**src/rtl/pkt_frame_rx_if.sv**
```systemverilog
// pkt_frame_rx_if: valid/ready word stream feeding the receive framer.
//   in_data  : stream word
//   in_sof   : first word of a frame, qualified by in_valid
//   in_valid : in_data/in_sof are valid
//   in_ready : receiver accepts a word this cycle
// master drives the stream, slave (the framer) returns in_ready.
interface pkt_frame_rx_if #(
  parameter int WORD_WIDTH = 16
);
  logic [WORD_WIDTH-1:0] in_data;
  logic                  in_sof;
  logic                  in_valid;
  logic                  in_ready;

  modport master (output in_data, in_sof, in_valid, input in_ready);
  modport slave  (input in_data, in_sof, in_valid, output in_ready);
endinterface

```
**src/rtl/pkt_frame_rx.sv**
```systemverilog
// pkt_frame_rx: assembles six-word neighbour frames (five fields + checksum)
// from a word stream, validates checksum and destination, and hands accepted
// frames to the reward stage.
//   clock, rst        : single clock, async active-high reset
//   rx                : word stream (slave side)
//   f*                : fields of the last accepted frame
//   en                : one-cycle start pulse to the reward stage
//   done_reward       : reward stage finished the current frame
//   busy              : state is not IDLE
//   drop_count        : dropped frames, saturating at 255
//   pkt_count         : completed frames, wraps at 256
//   err_csum          : one-cycle pulse on checksum mismatch
//
// state     | meaning
// IDLE      | waiting for a start-of-frame word
// COLLECT   | capturing words 1..5, idle timer running
// CHECK     | compare checksum and destination
// ISSUE     | pulse en
// WAIT_DONE | hold off input until done_reward
module pkt_frame_rx #(
  parameter int WORD_WIDTH = 16,
  parameter int MY_ID      = 3,
  parameter int TIMEOUT    = 255
) (
  input  logic                  clock,
  input  logic                  rst,
  pkt_frame_rx_if.slave         rx,
  output logic [WORD_WIDTH-1:0] fsourceID,
  output logic [WORD_WIDTH-1:0] fbatteryStat,
  output logic [WORD_WIDTH-1:0] fValue,
  output logic [WORD_WIDTH-1:0] fclusterID,
  output logic [WORD_WIDTH-1:0] fdestinationID,
  output logic                  en,
  input  logic                  done_reward,
  output logic                  busy,
  output logic [7:0]            drop_count,
  output logic [7:0]            pkt_count,
  output logic                  err_csum
);

  localparam logic [WORD_WIDTH-1:0] MY_ID_W   = WORD_WIDTH'(MY_ID);
  localparam logic [7:0]            IDLE_LAST = 8'(TIMEOUT - 1);

  typedef enum logic [2:0] {IDLE, COLLECT, CHECK, ISSUE, WAIT_DONE} state_t;

  state_t                state, state_nx;
  logic [2:0]            idx, idx_nx, wr_idx;
  logic [7:0]            idle_cnt, idle_cnt_nx;
  logic                  ready_q;
  logic [WORD_WIDTH-1:0] cap [5];
  logic [WORD_WIDTH-1:0] cap_csum;
  logic [WORD_WIDTH-1:0] csum_calc;
  logic                  xfer, store, load, drop_inc, pkt_inc, csum_ok, dest_ok;

  // in_ready is registered from the next state so it stays low during reset
  // and has no path from in_valid.
  assign rx.in_ready = ready_q;
  assign xfer        = rx.in_valid & ready_q;
  assign busy        = (state != IDLE);
  assign csum_calc   = cap[0] + cap[1] + cap[2] + cap[3] + cap[4];
  assign csum_ok     = (csum_calc == cap_csum);
  assign dest_ok     = (cap[4] == MY_ID_W) || (cap[4] == {WORD_WIDTH{1'b1}});

  always_comb begin
    state_nx    = state;
    idx_nx      = idx;
    idle_cnt_nx = idle_cnt;
    wr_idx      = 3'd0;
    store       = 1'b0;
    load        = 1'b0;
    drop_inc    = 1'b0;
    pkt_inc     = 1'b0;
    en          = 1'b0;
    err_csum    = 1'b0;
    case (state)
      IDLE: begin
        if (xfer && rx.in_sof) begin
          store       = 1'b1;
          idx_nx      = 3'd1;
          idle_cnt_nx = 8'd0;
          state_nx    = COLLECT;
        end
      end
      COLLECT: begin
        if (xfer) begin
          store       = 1'b1;
          idle_cnt_nx = 8'd0;
          if (rx.in_sof) begin
            // a new frame start abandons the partial one
            drop_inc = 1'b1;
            idx_nx   = 3'd1;
          end else begin
            wr_idx = idx;
            if (idx == 3'd5) begin
              idx_nx   = 3'd0;
              state_nx = CHECK;
            end else begin
              idx_nx = idx + 3'd1;
            end
          end
        end else if (idle_cnt == IDLE_LAST) begin
          drop_inc    = 1'b1;
          idx_nx      = 3'd0;
          idle_cnt_nx = 8'd0;
          state_nx    = IDLE;
        end else begin
          idle_cnt_nx = idle_cnt + 8'd1;
        end
      end
      CHECK: begin
        state_nx = IDLE;
        if (!csum_ok) begin
          err_csum = 1'b1;
          drop_inc = 1'b1;
        end else if (!dest_ok) begin
          drop_inc = 1'b1;
        end else begin
          load     = 1'b1;
          state_nx = ISSUE;
        end
      end
      ISSUE: begin
        en       = 1'b1;
        state_nx = WAIT_DONE;
      end
      WAIT_DONE: begin
        if (done_reward) begin
          pkt_inc  = 1'b1;
          state_nx = IDLE;
        end
      end
      default: state_nx = IDLE;
    endcase
  end

  always_ff @(posedge clock or posedge rst) begin
    if (rst) begin
      state          <= IDLE;
      idx            <= 3'd0;
      idle_cnt       <= 8'd0;
      ready_q        <= 1'b0;
      for (int i = 0; i < 5; i++) cap[i] <= '0;
      cap_csum       <= '0;
      fsourceID      <= '0;
      fbatteryStat   <= '0;
      fValue         <= '0;
      fclusterID     <= '0;
      fdestinationID <= '0;
      drop_count     <= 8'd0;
      pkt_count      <= 8'd0;
    end else begin
      state    <= state_nx;
      idx      <= idx_nx;
      idle_cnt <= idle_cnt_nx;
      ready_q  <= (state_nx == IDLE) || (state_nx == COLLECT);
      if (store) begin
        for (int i = 0; i < 5; i++) begin
          if (wr_idx == 3'(i)) cap[i] <= rx.in_data;
        end
        if (wr_idx == 3'd5) cap_csum <= rx.in_data;
      end
      if (load) begin
        fsourceID      <= cap[0];
        fbatteryStat   <= cap[1];
        fValue         <= cap[2];
        fclusterID     <= cap[3];
        fdestinationID <= cap[4];
      end
      if (drop_inc && (drop_count != 8'hFF)) drop_count <= drop_count + 8'd1;
      if (pkt_inc) pkt_count <= pkt_count + 8'd1;
    end
  end

endmodule

```
**src/flat_wrapper.sv**
```systemverilog
// flat-port wrapper written by rule: the top's interface ports become plain ports
module pkt_frame_rx_flat 
#(
  parameter int WORD_WIDTH = 16,
  parameter int MY_ID      = 3,
  parameter int TIMEOUT    = 255
)
  (clock, rst, fsourceID, fbatteryStat, fValue, fclusterID, fdestinationID, en, done_reward, busy, drop_count, pkt_count, err_csum, rx_in_data, rx_in_sof, rx_in_valid, rx_in_ready);
  pkt_frame_rx_if #(.WORD_WIDTH(WORD_WIDTH)) rx_i ();
  input  logic clock;
  input  logic rst;
  output logic [WORD_WIDTH-1:0] fsourceID;
  output logic [WORD_WIDTH-1:0] fbatteryStat;
  output logic [WORD_WIDTH-1:0] fValue;
  output logic [WORD_WIDTH-1:0] fclusterID;
  output logic [WORD_WIDTH-1:0] fdestinationID;
  output logic en;
  input  logic done_reward;
  output logic busy;
  output logic [7:0] drop_count;
  output logic [7:0] pkt_count;
  output logic err_csum;
  input wire logic [$bits(rx_i.in_data)-1:0] rx_in_data;
  input wire logic [$bits(rx_i.in_sof)-1:0] rx_in_sof;
  input wire logic [$bits(rx_i.in_valid)-1:0] rx_in_valid;
  output wire logic [$bits(rx_i.in_ready)-1:0] rx_in_ready;
  assign rx_i.in_data = rx_in_data;
  assign rx_i.in_sof = rx_in_sof;
  assign rx_i.in_valid = rx_in_valid;
  assign rx_in_ready = rx_i.in_ready;
  pkt_frame_rx #(.WORD_WIDTH(WORD_WIDTH), .MY_ID(MY_ID), .TIMEOUT(TIMEOUT)) u_core (.clock(clock), .rst(rst), .rx(rx_i), .fsourceID(fsourceID), .fbatteryStat(fbatteryStat), .fValue(fValue), .fclusterID(fclusterID), .fdestinationID(fdestinationID), .en(en), .done_reward(done_reward), .busy(busy), .drop_count(drop_count), .pkt_count(pkt_count), .err_csum(err_csum));
endmodule
```
**config.mk**
```make
export PLATFORM = sky130hd
export DESIGN_NAME = pkt_frame_rx_flat
export DESIGN_NICKNAME = d
export VERILOG_FILES = /design/src/rtl/pkt_frame_rx_if.sv /design/src/rtl/pkt_frame_rx.sv /design/src/flat_wrapper.sv
export SDC_FILE = /design/constraint.sdc
export NUM_CORES = 1
export LEC_CHECK = 0
export BUFFER_PORTS_ARGS = -buffer_cell sky130_fd_sc_hd__buf_2
export CAP_MARGIN = 15
export CORE_UTILIZATION = 52
export CTS_BUF_LIST = sky130_fd_sc_hd__clkbuf_4 sky130_fd_sc_hd__clkbuf_8
export CTS_CLUSTER_DIAMETER = 120
export DETAILED_ROUTE_END_ITERATION = 12
export PLACE_DENSITY = 0.75
export SYNTH_ARGS = -nofsm -noshare
export SYNTH_HDL_FRONTEND = slang
export SYNTH_SLANG_ARGS = --single-unit
```
**constraint.sdc**
```tcl
create_clock -name clock -period 6.38 [get_ports clock]
set_input_delay 1.276 -clock clock [delete_from_list [all_inputs] [get_ports clock]]
set_output_delay 1.276 -clock clock [all_outputs]
set_load 0.05 [all_outputs]
```
==> metrics <==
Syn Nets=845; CTS Buf Count=35; #FFs+latches synth=207; EDFF count, synth=0; clock latency on the worst-skew pair=0.51 ns; largest net degree at the start of global routing=141; die width=141 µm; ANT cells=0; final hold vios=0; layout cells sized above 1=0.394; Core Area=18800 µm²; area share of the largest cell type after synthesis=0.515; Final Core Density=0.624; register area share after synthesis=0.515; die area=19900 µm²; Slew HR=0.229; kind of critical path=reg -> out; IO Pins=121; clock root cell=clkbuf_8; drt wl/cell=17.4 µm; H-tree depth=2; Worst path max stage delay=0.57 ns; # rows=50; Worst Hold End=u_core.fdestinationID[0]; hold depth=1; most common cell after layout, fill and taps aside=dfrtp_1; RSZ-0062 raised after global routing=false; r2r setup slk=0.87 ns; vias in the first global route=6608; CTS sink cnt=207; Fill cells=1489; path depth of the worst reg2reg path=17; Unique masters post-synth=51; Vias=6345; gpl congestion=0.942; DP Wirelength=14100 µm; Worst setup EP type=primary output; critical path's slowest cell=fa_1; clock skew=0.0185 ns; setup TNS=0 ns; Critical Path Most Common Cell=fa_1; Detailed Route Iter0 Violations=280; Crit path arrival time=4.91 ns; Final Slew Violations=0; Max-cap violations=0; first-pass GRT wire length=33800 µm; worst hold start=u_core.fdestinationID[0]; Critical Path RT=5.10 ns; reg2reg end=u_core.fdestinationID[14]; CP Launch Type=register; CTS tree=done; Hold WS=0.478 ns; worst-path cell chain=fa_1 -> fa_1 -> fa_1 -> ha_1 -> inv_1 -> fa_2 -> nand2b_1 -> a2111o_1 -> a21oi_2 -> o21ai_1 -> nor3b_1 -> o221ai_2 -> nor2_1 -> nor2_1 -> buf_6; initial core utilization=0.534; final critical-path share of the clock period=0.970; mapped cell area=10100 µm²; Period minus WS final=6.19 ns; syn_area_per_cell=13.2 µm²; Syn-to-layout area delta=16.9%; residual DRC count=0; Async SR Flop Fraction=1.00; Hold Crit Class=reg -> reg; vias per inst=5.36; FF-to-FF Start=u_core.cap[1]; DRT Wirelength=20600 µm; DRT Pass-1 Iters=4; worst slew pin tran=1.15 ns; top_reg_cell synth=dfrtp_1; initial antenna violation count=1; Die H=141 µm; Net count, final=987; Synth area leader=dfrtp_1; Clock transition at path regs=0.06 ns; hold_buf cts=0; final setup violation count=0; Synth area leaders=dfrtp_1, mux2_2, fa_1, ha_1, xnor2_1; remaining antenna violation count after routing=0; total gr overflow=0; Worst Path Max Fanout=4; clock buffer depth=3; status=finished, final reports clean; Synthesis Warnings=0; Port Buf Inserts=120; Fmax=162 MHz; Post-Synthesis Cells=760; gr usage total=0.215; commonest non-fill, non-tap cells in the layout=dfrtp_1, mux2_2, buf_2
stage by stage:
| step | instances | instance area, µm² | worst slack, ns |
|---|---|---|---|
| 6_report | 1183 | 11800 | 0.192 |
| 5_1_grt | 1183 | 11800 | 0.00546 |
| 4_1_cts | 1182 | 11700 | 0.0377 |
| 3_5_place_dp | 1123 | 10900 | 0.479 |
| 3_3_place_gp | 1123 | 10900 | 0.551 |
| 2_1_floorplan | 760 | 10100 | 0.520 |
worst max-delay path by stage:
| stage | startpoint | to | slack [ns] | depth (start not counted) |
|---|---|---|---|---|
| finish | u_core.cap[1] | err_csum | 0.19 | 15 |
| global route | u_core.cap[1] | err_csum | 0.005 | 15 |
| CTS | u_core.cap[1] | err_csum | 0.04 | 15 |
| detailed placement | u_core.cap[1] | err_csum | 0.48 | 15 |
| global placement | u_core.cap[1] | err_csum | 0.55 | 15 |
| floorplan | u_core.cap[1] | err_csum | 0.52 | 14 |
cell families (layout without fill, tap and decap cells):
| logic type | count (synthesis) | count (layout) | share of synthesized area |
|---|---|---|---|
| buf+inv | 60 | 223 | 0.0246 |
| fa+ha+maj | 64 | 64 | 0.113 |
| mux | 167 | 167 | 0.187 |
| compound gates | 88 | 88 | 0.0575 |
| flops | 207 | 207 | 0.515 |
| simple gates | 135 | 135 | 0.0691 |
| xor+xnor | 39 | 39 | 0.0340 |
final cells by class:
type	instances	area, µm²	area share
inverters	36	139	0.0118
flip-flops and latches	207	5180	0.441
repair buffers	129	687	0.0584
clock inverters	5	100	0.00852
clock buffers	53	667	0.0567
multi-input cells	493	4660	0.396
well taps	260	325	0.0277
metal layers:
metal	global-route usage	up-vias	part of all wire
li1	-	2964	-
met1	0.284	3233	0.45
met2	0.361	114	0.49
met3	0.0397	34	0.037
met4	0.0721	0	0.023
met5	0	-	0
state kept, by name, summed over array words and instances (netlist names):
register and flops:
u_core.cap 80, u_core.cap_csum 16, u_core.drop_count 8, u_core.fValue 16
u_core.fbatteryStat 16, u_core.fclusterID 16, u_core.fdestinationID 16, u_core.fsourceID 16
u_core.idle_cnt 8, u_core.idx 3, u_core.pkt_count 8, u_core.rx.in_ready 1
u_core.state 3
Yosys cell counts (all sizes together), types with 2 or more instances:
cell,instances
or2,4
a221oi,4
a211oi,2
nand2,34
clkbuf,15
a21oi,16
inv,36
nor3b,5
mux2,165
xnor2,27
nor3,7
xor2,12
nor4,8
and4,3
or3,3
nand3,13
dfrtp,207
o21bai,4
fa,44
nor2,28
ha,20
a31oi,4
mux2i,2
o21a,4
nand4,9
nand2b,5
a21o,6
nand3b,2
a311o,2
o21ai,35
nor2b,6
nor4b,2
buf,9
a2111oi,2
and3,6
timing repair:
action                     CTS  global route
hold endpoints to repair     0             0
buffers inserted             1             1
resized for setup            1             7
pin swaps                    1             7
cloned                       0             0
setup endpoints to repair    1             1
critical path, delay by kind of cell, from the launching register on:
kind / cells / cell delay, ns
AOI/OAI and AO/OA: 4 / 1.08
adders and majority gates: 5 / 2.10
buffers and inverters: 2 / 0.24
DFF: 1 / 0.41
and+or+nand+nor: 4 / 0.57
Power is left out: the tool's default activity adds up to more than one toggle a clock period on the data nets, which glitch-free logic cannot reach.
